[config.mk]
export PLATFORM = sky130hd
export DESIGN_NAME = mc_ctrl_flat
export DESIGN_NICKNAME = d
export VERILOG_FILES = /design/src/rtl/mc_ctrl_pkg.sv /design/src/rtl/mc_ctrl_if.sv /design/src/rtl/mc_ctrl_decode.sv /design/src/rtl/mc_ctrl.sv /design/src/flat_wrapper.sv
export SDC_FILE = /design/constraint.sdc
export NUM_CORES = 1
export LEC_CHECK = 0
export ABC_AREA = 1
export ABC_CLOCK_PERIOD_IN_PS = 2870
export CAP_MARGIN = 5
export CORE_MARGIN = 5
export CORE_UTILIZATION = 49
export DETAILED_ROUTE_END_ITERATION = 16
export HOLD_SLACK_MARGIN = 0.15
export PLACE_DENSITY = 0.8
export REMOVE_ABC_BUFFERS = 1
export SYNTH_ARGS = -nofsm -noshare
export SYNTH_HDL_FRONTEND = slang
export SYNTH_SLANG_ARGS = --single-unit
[constraint.sdc]
create_clock -name clk -period 2.87 [get_ports clk]
set_input_delay 0.574 -clock clk [delete_from_list [all_inputs] [get_ports clk]]
set_output_delay 0.574 -clock clk [all_outputs]
set_load 0.02 [all_outputs]
[src/rtl/mc_ctrl_pkg.sv]
// Shared definitions for the multi-cycle MIPS controller: opcode/funct constants,
// FSM state encoding, datapath mux-select encodings and the decoder output bundle.
package mc_ctrl_pkg;

    localparam logic [5:0] OpRtype = 6'h00;
    localparam logic [5:0] OpJ     = 6'h02;
    localparam logic [5:0] OpJal   = 6'h03;
    localparam logic [5:0] OpBeq   = 6'h04;
    localparam logic [5:0] OpAddi  = 6'h08;
    localparam logic [5:0] OpOri   = 6'h0d;
    localparam logic [5:0] OpLui   = 6'h0f;
    localparam logic [5:0] OpLw    = 6'h23;
    localparam logic [5:0] OpSw    = 6'h2b;

    localparam logic [5:0] FnJr    = 6'h08;
    localparam logic [5:0] FnAddu  = 6'h21;
    localparam logic [5:0] FnSubu  = 6'h23;

    typedef enum logic [1:0] {PcPlus4 = 2'b00, PcBranch = 2'b01, PcJump = 2'b10, PcRs = 2'b11}
        pc_src_e;
    typedef enum logic [1:0] {RegRt = 2'b00, RegRd = 2'b01, RegRa = 2'b10} regdst_e;
    typedef enum logic [1:0] {AluAdd = 2'b00, AluSub = 2'b01, AluOr = 2'b10, AluLui = 2'b11}
        alu_ctr_e;
    typedef enum logic [1:0] {ExtZero = 2'b00, ExtSign = 2'b01, ExtHi = 2'b10} ext_op_e;
    typedef enum logic [1:0] {MemAlu = 2'b00, MemDm = 2'b01, MemPc4 = 2'b10} memtoreg_e;

    typedef enum logic [2:0] {
        ClsAluR, ClsAluI, ClsLoad, ClsStore, ClsBeq, ClsJump, ClsIllegal
    } instr_class_e;

    typedef enum logic [3:0] {
        SFetch, SDecode, SAlu, SAluWb, SMemAdr, SMemRd, SMemWb, SMemWr, SBranch, SJump
    } state_e;

    // Per-op selects produced by the decoder; the FSM decides when they apply.
    typedef struct packed {
        logic     alusrc;
        alu_ctr_e alu_ctr;
        ext_op_e  ext_op;
        regdst_e  regdst;
        pc_src_e  jump_src;
        logic     is_addi;
        logic     is_jal;
    } sel_t;

endpackage

[src/rtl/mc_ctrl_if.sv]
// Controller <-> datapath bundle. master = controller (drives enables/selects),
// slave = datapath (drives instr and alu flags).
interface mc_ctrl_if #(
    parameter int unsigned CNT_W = 32
);
    logic [31:0]      instr;
    logic             zero;
    logic             upover;
    logic             pc_we;
    logic             ir_we;
    logic [1:0]       pc_src;
    logic [1:0]       regdst;
    logic             alusrc;
    logic [1:0]       alu_ctr;
    logic [1:0]       ext_op;
    logic [1:0]       memtoreg;
    logic             regwrite;
    logic             memwrite;
    logic             instr_done;
    logic             illegal;
    logic [CNT_W-1:0] instret;

    modport master (
        input  instr, zero, upover,
        output pc_we, ir_we, pc_src, regdst, alusrc, alu_ctr, ext_op, memtoreg,
               regwrite, memwrite, instr_done, illegal, instret
    );

    modport slave (
        output instr, zero, upover,
        input  pc_we, ir_we, pc_src, regdst, alusrc, alu_ctr, ext_op, memtoreg,
               regwrite, memwrite, instr_done, illegal, instret
    );
endinterface

[src/rtl/mc_ctrl_decode.sv]
// Combinational instruction classifier for the multi-cycle controller.
//  instr_i : 32-bit IR contents
//  cls_o   : instruction class (ALU_R/ALU_I/LOAD/STORE/BEQ/JUMP/ILLEGAL)
//  sel_o   : per-op select bundle (alu/ext/regdst/jump target)
module mc_decode
    import mc_ctrl_pkg::*;
(
    input  logic [31:0]  instr_i,
    output instr_class_e cls_o,
    output sel_t         sel_o
);
    logic [5:0] op;
    logic [5:0] funct;

    assign op    = instr_i[31:26];
    assign funct = instr_i[5:0];

    always_comb begin
        cls_o = ClsIllegal;
        sel_o = '0;
        case (op)
            OpRtype: begin
                sel_o.regdst = RegRd;
                case (funct)
                    FnAddu: cls_o = ClsAluR;
                    FnSubu: begin
                        cls_o         = ClsAluR;
                        sel_o.alu_ctr = AluSub;
                    end
                    FnJr: begin
                        cls_o          = ClsJump;
                        sel_o.jump_src = PcRs;
                    end
                    default: ;
                endcase
            end
            OpOri: begin
                cls_o         = ClsAluI;
                sel_o.alusrc  = 1'b1;
                sel_o.alu_ctr = AluOr;
            end
            OpLui: begin
                cls_o         = ClsAluI;
                sel_o.alusrc  = 1'b1;
                sel_o.alu_ctr = AluLui;
                sel_o.ext_op  = ExtHi;
            end
            OpAddi: begin
                cls_o         = ClsAluI;
                sel_o.alusrc  = 1'b1;
                sel_o.ext_op  = ExtSign;
                sel_o.is_addi = 1'b1;
            end
            OpLw:  cls_o = ClsLoad;
            OpSw:  cls_o = ClsStore;
            OpBeq: cls_o = ClsBeq;
            OpJ: begin
                cls_o          = ClsJump;
                sel_o.jump_src = PcJump;
            end
            OpJal: begin
                cls_o          = ClsJump;
                sel_o.jump_src = PcJump;
                sel_o.is_jal   = 1'b1;
            end
            default: ;
        endcase
    end
endmodule

[src/rtl/mc_ctrl.sv]
// Multi-cycle control FSM for the MIPS datapath. Sequences fetch/decode/exec/mem/wb,
// drives all write enables and mux selects, and counts retired instructions.
//  clk, rst : clock (rising edge), asynchronous active-high reset
//  bus      : mc_ctrl_if.master (instr/zero/upover in; enables, selects, pulses, instret out)
module mc_ctrl
    import mc_ctrl_pkg::*;
#(
    parameter bit          OV_SUPPRESS = 1'b1,
    parameter int unsigned CNT_W       = 32
) (
    input  logic      clk,
    input  logic      rst,
    mc_ctrl_if.master bus
);
    state_e           state_q, state_d;
    logic [CNT_W-1:0] instret_q, instret_d;
    instr_class_e     cls;
    sel_t             sel;

    logic      pc_we, ir_we, alusrc, regwrite, memwrite, instr_done, illegal;
    pc_src_e   pc_src;
    regdst_e   regdst;
    alu_ctr_e  alu_ctr;
    ext_op_e   ext_op;
    memtoreg_e memtoreg;

    mc_decode u_decode (
        .instr_i (bus.instr),
        .cls_o   (cls),
        .sel_o   (sel)
    );

    always_comb begin
        state_d    = state_q;
        instret_d  = instret_q;
        pc_we      = 1'b0;
        ir_we      = 1'b0;
        pc_src     = PcPlus4;
        regdst     = RegRt;
        alusrc     = 1'b0;
        alu_ctr    = AluAdd;
        ext_op     = ExtZero;
        memtoreg   = MemAlu;
        regwrite   = 1'b0;
        memwrite   = 1'b0;
        instr_done = 1'b0;
        illegal    = 1'b0;
        case (state_q)
            SFetch: begin
                ir_we   = 1'b1;
                pc_we   = 1'b1;
                state_d = SDecode;
            end
            SDecode: begin
                case (cls)
                    ClsAluR, ClsAluI:  state_d = SAlu;
                    ClsLoad, ClsStore: state_d = SMemAdr;
                    ClsBeq:            state_d = SBranch;
                    ClsJump:           state_d = SJump;
                    default: begin
                        illegal    = 1'b1;
                        instr_done = 1'b1;
                        state_d    = SFetch;
                    end
                endcase
            end
            SAlu, SAluWb: begin
                alusrc  = sel.alusrc;
                alu_ctr = sel.alu_ctr;
                ext_op  = sel.ext_op;
                if (state_q == SAlu) begin
                    state_d = SAluWb;
                end else begin
                    regdst     = sel.regdst;
                    regwrite   = !(OV_SUPPRESS && sel.is_addi && bus.upover);
                    instr_done = 1'b1;
                    state_d    = SFetch;
                end
            end
            SMemAdr, SMemRd, SMemWr: begin
                // Address selects stay up while dm is read or written.
                alusrc = 1'b1;
                ext_op = ExtSign;
                if (state_q == SMemAdr) begin
                    state_d = (cls == ClsStore) ? SMemWr : SMemRd;
                end else if (state_q == SMemRd) begin
                    state_d = SMemWb;
                end else begin
                    memwrite   = 1'b1;
                    instr_done = 1'b1;
                    state_d    = SFetch;
                end
            end
            SMemWb: begin
                regwrite   = 1'b1;
                memtoreg   = MemDm;
                instr_done = 1'b1;
                state_d    = SFetch;
            end
            SBranch: begin
                alu_ctr    = AluSub;
                pc_src     = PcBranch;
                pc_we      = bus.zero;
                instr_done = 1'b1;
                state_d    = SFetch;
            end
            SJump: begin
                pc_we  = 1'b1;
                pc_src = sel.jump_src;
                if (sel.is_jal) begin
                    // PC already holds PC+4 from fetch, so the link value is the PC.
                    regwrite = 1'b1;
                    regdst   = RegRa;
                    memtoreg = MemPc4;
                end
                instr_done = 1'b1;
                state_d    = SFetch;
            end
            default: state_d = SFetch;
        endcase

        if (instr_done && !illegal) begin
            instret_d = instret_q + CNT_W'(1);
        end

        if (rst) begin
            pc_we      = 1'b0;
            ir_we      = 1'b0;
            pc_src     = PcPlus4;
            regdst     = RegRt;
            alusrc     = 1'b0;
            alu_ctr    = AluAdd;
            ext_op     = ExtZero;
            memtoreg   = MemAlu;
            regwrite   = 1'b0;
            memwrite   = 1'b0;
            instr_done = 1'b0;
            illegal    = 1'b0;
        end
    end

    always_ff @(posedge clk or posedge rst) begin
        if (rst) begin
            state_q   <= SFetch;
            instret_q <= '0;
        end else begin
            state_q   <= state_d;
            instret_q <= instret_d;
        end
    end

    assign bus.pc_we      = pc_we;
    assign bus.ir_we      = ir_we;
    assign bus.pc_src     = pc_src;
    assign bus.regdst     = regdst;
    assign bus.alusrc     = alusrc;
    assign bus.alu_ctr    = alu_ctr;
    assign bus.ext_op     = ext_op;
    assign bus.memtoreg   = memtoreg;
    assign bus.regwrite   = regwrite;
    assign bus.memwrite   = memwrite;
    assign bus.instr_done = instr_done;
    assign bus.illegal    = illegal;
    assign bus.instret    = instret_q;
endmodule
[src/flat_wrapper.sv]
// flat-port wrapper written by rule: the top's interface ports become plain ports
module mc_ctrl_flat import mc_ctrl_pkg::*;
#(
    parameter bit          OV_SUPPRESS = 1'b1,
    parameter int unsigned CNT_W       = 32
)
  (clk, rst, bus_instr, bus_zero, bus_upover, bus_pc_we, bus_ir_we, bus_pc_src, bus_regdst, bus_alusrc, bus_alu_ctr, bus_ext_op, bus_memtoreg, bus_regwrite, bus_memwrite, bus_instr_done, bus_illegal, bus_instret);
  mc_ctrl_if #(.CNT_W(CNT_W)) bus_i ();
  input  logic clk;
  input  logic rst;
  input wire logic [$bits(bus_i.instr)-1:0] bus_instr;
  input wire logic [$bits(bus_i.zero)-1:0] bus_zero;
  input wire logic [$bits(bus_i.upover)-1:0] bus_upover;
  output wire logic [$bits(bus_i.pc_we)-1:0] bus_pc_we;
  output wire logic [$bits(bus_i.ir_we)-1:0] bus_ir_we;
  output wire logic [$bits(bus_i.pc_src)-1:0] bus_pc_src;
  output wire logic [$bits(bus_i.regdst)-1:0] bus_regdst;
  output wire logic [$bits(bus_i.alusrc)-1:0] bus_alusrc;
  output wire logic [$bits(bus_i.alu_ctr)-1:0] bus_alu_ctr;
  output wire logic [$bits(bus_i.ext_op)-1:0] bus_ext_op;
  output wire logic [$bits(bus_i.memtoreg)-1:0] bus_memtoreg;
  output wire logic [$bits(bus_i.regwrite)-1:0] bus_regwrite;
  output wire logic [$bits(bus_i.memwrite)-1:0] bus_memwrite;
  output wire logic [$bits(bus_i.instr_done)-1:0] bus_instr_done;
  output wire logic [$bits(bus_i.illegal)-1:0] bus_illegal;
  output wire logic [$bits(bus_i.instret)-1:0] bus_instret;
  assign bus_i.instr = bus_instr;
  assign bus_i.zero = bus_zero;
  assign bus_i.upover = bus_upover;
  assign bus_pc_we = bus_i.pc_we;
  assign bus_ir_we = bus_i.ir_we;
  assign bus_pc_src = bus_i.pc_src;
  assign bus_regdst = bus_i.regdst;
  assign bus_alusrc = bus_i.alusrc;
  assign bus_alu_ctr = bus_i.alu_ctr;
  assign bus_ext_op = bus_i.ext_op;
  assign bus_memtoreg = bus_i.memtoreg;
  assign bus_regwrite = bus_i.regwrite;
  assign bus_memwrite = bus_i.memwrite;
  assign bus_instr_done = bus_i.instr_done;
  assign bus_illegal = bus_i.illegal;
  assign bus_instret = bus_i.instret;
  mc_ctrl #(.OV_SUPPRESS(OV_SUPPRESS), .CNT_W(CNT_W)) u_core (.clk(clk), .rst(rst), .bus(bus_i));
endmodule
==> qor.log <==
qor: detailed_routing.drt_iter0_markers 206
qor: global_route.grtUsageMet2 38.0%
qor: sta.worst_clock_skew 0.0150 ns
qor: floorplanning.floorplan.rows 28
qor: placement.place.detailed.instances 595
qor: clocking.tritoncts.num_buffers 5
qor: critical_path.reg2reg_slack 0.95 ns
qor: global_route.globalRouteTotalUtil 23.3%
qor: clocking.cts_tree built
qor: placement.gp_congestion 0.994
qor: critical_path.cp-start-kind input port
qor: detailed_routing.post-route-drc-count 0
qor: detailed_routing.postRouteWirelength 8340 um
qor: critical_path.cp_data_arrival_time 2.20 ns
qor: clocking.cts.root.buffer_cell sky130_fd_sc_hd__clkbuf_8
qor: detailed_routing.detail_route.wl_per_cell 13.8 um
qor: run_status.status complete, no violations
qor: sta.finalMaxSlewViolations 0
qor: floorplanning.fp.dieArea 7790 sq um
qor: sta.period_minus_slack 2.77 ns
qor: sta.min_period_over_period 96.7%
qor: sta.final_hold_viol_count 0
qor: clocking.htree_num_levels 2
qor: flow_run.maxCapViolCount 0
qor: worst_hold_path.worst_hold_path.endpoint u_core.bus.instret[1]$_DFFE_PP0P_
qor: sta.finalSetupViolCount 0
qor: floorplanning.ios 85
qor: cells_and_area.layout.filler_cells 517
qor: critical_path.critPathMaxFanout 5
qor: placement.number_of_input_and_output_port_buffers_inserted 64
qor: sta.setup_ws 0.0952 ns
qor: power.p_leak 1.86 nW
qor: placement.dp_slack -0.336 ns
qor: yosys.yosys.cell_types.count 33
qor: floorplanning.floorplan.initialDensity 50.7%
qor: sta.timing.slew.headroom 74.5%
qor: global_route.grt_most_used_layer met2
qor: global_route.grtUsageMet1 31.3%
qor: worst_hold_path.hold-path-cell-count 2
qor: global_route.grt_max_degree 34
qor: cells_and_area.final_layout_size_suffix_gt1_share 17.6%
qor: cells_and_area.area_growth_syn_to_layout 30.7%
qor: sta.max_slew.worst_pin.slew 0.379 ns
qor: detailed_routing.drt_pass1_iterations 5
qor: global_route.grt_antenna_before_repair 0
qor: yosys.syn-instance-count 447
qor: critical_path.critical_path.endpoint_type output pin
qor: cells_and_area.combined_flip_flop_and_latch_cell_area 901 sq um
qor: sta.clock.fmax 360 MHz
qor: critical_path.rr_endpoint u_core.bus.instret[18]$_DFFE_PP0P_
qor: cells_and_area.finish.utilization 66.2%
qor: global_route.grt_pass1_wl 14,600 um
qor: floorplanning.die-height 88.3 um
qor: worst_hold_path.worst_hold_path_class reg2reg
qor: yosys.synth_seq_area_share 30.0%
qor: cells_and_area.layout.nets 564
qor: power.maximum_vdd_drop 0.000374 V
qor: clocking.postCtsSetupRepairBufs 0
qor: critical_path.critPathKind in2out
qor: critical_path.data_required_critical_path 2.30 ns
qor: yosys.yosys_warnings 0
qor: clocking.worst_skew_pair.late_latency 0.30 ns
qor: power.power.density 503 nW/um^2
qor: power.p_total 1.97 mW
qor: yosys.post_synth_instance_area 3000 sq um
qor: global_route.globalRouteOverflowTotal 0
qor: critical_path.beginning_of_the_worst_register_to_register_path u_core.bus.instret[0]$_DFFE_PP0P_
qor: critical_path.timing.reg2reg.worst_path_depth 10
qor: cells_and_area.total_area_of_multi_input_combinational_cells 1870 sq um
qor: clocking.path_clk_slew 0.08 ns
qor: sta.final.setup.tns 0 ns
qor: placement.detailed_place_hpwl 6430 um
qor: floorplanning.core_region_area 5920 sq um
qor: global_route.groute.layer.met3.usage 4.56%
qor: yosys.synth.ff_latch_count 36
qor: detailed_routing.vias 3,194
qor: worst_hold_path.timing.hold.worst.start u_core.bus.instret[1]$_DFFE_PP0P_
qor: yosys.synth_area_per_cell 6.71 sq um
qor: floorplanning.chipWidth 88.3 um
qor: detailed_routing.post_drt_via_cell_ratio 5.30
qor: cells_and_area.antennaDiodeCount 0
qor: detailed_routing.postRouteAntennaNets 0
qor: clocking.cts-root-to-sink-buffers 2
qor: clocking.numClockSinks 36
qor: cells_and_area.layoutNonFillerInstCount 603
qor: global_route.grt_pass1_vias 3,153
==> power breakdown <==
part | switching, mW | leakage [nW] | internal (mW)
Clock | 0.191 | 0.0645 | 0.307
Combinational | 0.569 | 1.30 | 0.296
Sequential | 0.0600 | 0.496 | 0.549
==> cell usage in the layout, fill, tap and decap left out, drive strengths merged <==
master         instances
nand4                  5
nor4                   1
nor3                   2
dlymetal6s2s           2
nor3b                  2
xnor2                  4
clkbuf                12
nand3                 14
dfrtp                 36
bufinv                 1
a211o                  1
nor2                  85
xor2                  11
buf                   22
ha                     1
o22ai                  1
nand2                175
clkdlybuf4s50         51
and3                   1
a221oi                 1
a21oi                  3
nand3b                13
o21ai                  6
o211ai                34
inv                   37
dlygate4sd2            6
a31oi                  1
==> cell usage after synthesis <==
cell / count / area (sq um)
sky130_fd_sc_hd__clkbuf_1: 4 / 15.0
sky130_fd_sc_hd__nand3_4: 2 / 35.0
sky130_fd_sc_hd__nand2_2: 31 / 194
sky130_fd_sc_hd__o21ai_0: 4 / 20.0
sky130_fd_sc_hd__xor2_1: 11 / 96.3
sky130_fd_sc_hd__a21oi_1: 3 / 15.0
sky130_fd_sc_hd__nand2_4: 1 / 11.3
sky130_fd_sc_hd__dfrtp_1: 36 / 901
sky130_fd_sc_hd__inv_1: 28 / 105
sky130_fd_sc_hd__nor2_4: 3 / 33.8
sky130_fd_sc_hd__nand2_1: 143 / 537
sky130_fd_sc_hd__o21ai_1: 1 / 5.00
sky130_fd_sc_hd__nand3_1: 12 / 60.1
sky130_fd_sc_hd__a211o_1: 1 / 8.76
sky130_fd_sc_hd__xnor2_1: 4 / 35.0
sky130_fd_sc_hd__o21ai_4: 1 / 16.3
sky130_fd_sc_hd__a221oi_1: 1 / 8.76
sky130_fd_sc_hd__inv_2: 9 / 33.8
sky130_fd_sc_hd__nor3_2: 1 / 10.0
sky130_fd_sc_hd__and3_1: 1 / 6.26
sky130_fd_sc_hd__buf_12: 3 / 60.1
sky130_fd_sc_hd__a31oi_1: 1 / 6.26
sky130_fd_sc_hd__ha_1: 1 / 12.5
sky130_fd_sc_hd__nor3_1: 1 / 5.00
sky130_fd_sc_hd__nor3b_1: 2 / 15.0
sky130_fd_sc_hd__nor2_2: 8 / 50.1
sky130_fd_sc_hd__buf_2: 6 / 30.0
sky130_fd_sc_hd__nor4_1: 1 / 6.26
sky130_fd_sc_hd__o211ai_1: 34 / 255
sky130_fd_sc_hd__o22ai_1: 1 / 6.26
sky130_fd_sc_hd__nor2_1: 74 / 278
sky130_fd_sc_hd__nand3b_1: 13 / 97.6
sky130_fd_sc_hd__nand4_1: 5 / 31.3
==> area by class of cell <==
cell class                      count  share of cell area, %
Multi-Input combinational cell    361                   47.7
Sequential cell                    36                   23.0
Timing Repair Buffer               86                   20.2
Inverter                           37                   3.54
Clock buffer                        7                   2.46
Tap cell                           75                   2.39
Clock inverter                      1                  0.766
==> critical path: stages <==
cell and delay, ns:
sky130_fd_sc_hd__clkdlybuf4s50_1 0.50, sky130_fd_sc_hd__nor2_4 0.19, sky130_fd_sc_hd__nand3_4 0.12, sky130_fd_sc_hd__nor2_2 0.19
sky130_fd_sc_hd__nor2_1 0.08, sky130_fd_sc_hd__nor4_1 0.29, sky130_fd_sc_hd__clkbuf_2 0.24
==> state kept, by name (all words and copies together) (netlist names) <==
register            cells
u_core.state_q          4
u_core.bus.instret     32
==> worst max-delay path by stage <==
stage,start,end,slack [ns],depth (start not counted)
floorplan,rst,bus_alu_ctr[0],-0.25,4
global placement,bus_instr[28],bus_pc_src[1],-0.28,7
detailed placement,bus_instr[28],bus_pc_src[1],-0.34,7
CTS,bus_instr[27],bus_memtoreg[1],0.004,8
global route,bus_instr[30],bus_alu_ctr[1],-0.01,5
finish,bus_instr[28],bus_pc_src[1],0.1,7
==> repair_timing <==
item | 4_1_cts | 5_1_grt
setup endpoints to repair | 12 | 7
gates resized for setup | 16 | 10
hold buffers | 0 | 0
endpoints found under the hold margin | 0 | 0
==> metal layers <==
layer  part of all wire (%)  routed length [um]  vias up
met5                      0                   0        -
met4                    1.5                 125        0
met3                    7.1                 596       14
met2                     47                3940      125
met1                     44                3680     1464
li1                       -                   -     1591
==> metrics by stage <==
step                area (sq um)  hold slack (ns)
floorplan                   2900            0.526
global placement            3810            0.514
detailed placement          3810            0.535
CTS                         3930            0.553
global route                3920            0.605
finish                      3920            0.544
==> logic make-up (layout without fill, tap and decap cells) <==
group           count (synthesis)  count (layout)  synth area share (%)
compound gates                 47              47                  11.4
xor+xnor                       15              15                  4.38
fa+ha+maj                       1               1                 0.417
buf+inv                        50             131                  8.13
flops                          36              36                  30.0
simple gates                  298             298                  45.7
(Power assumes the default switching activity.)
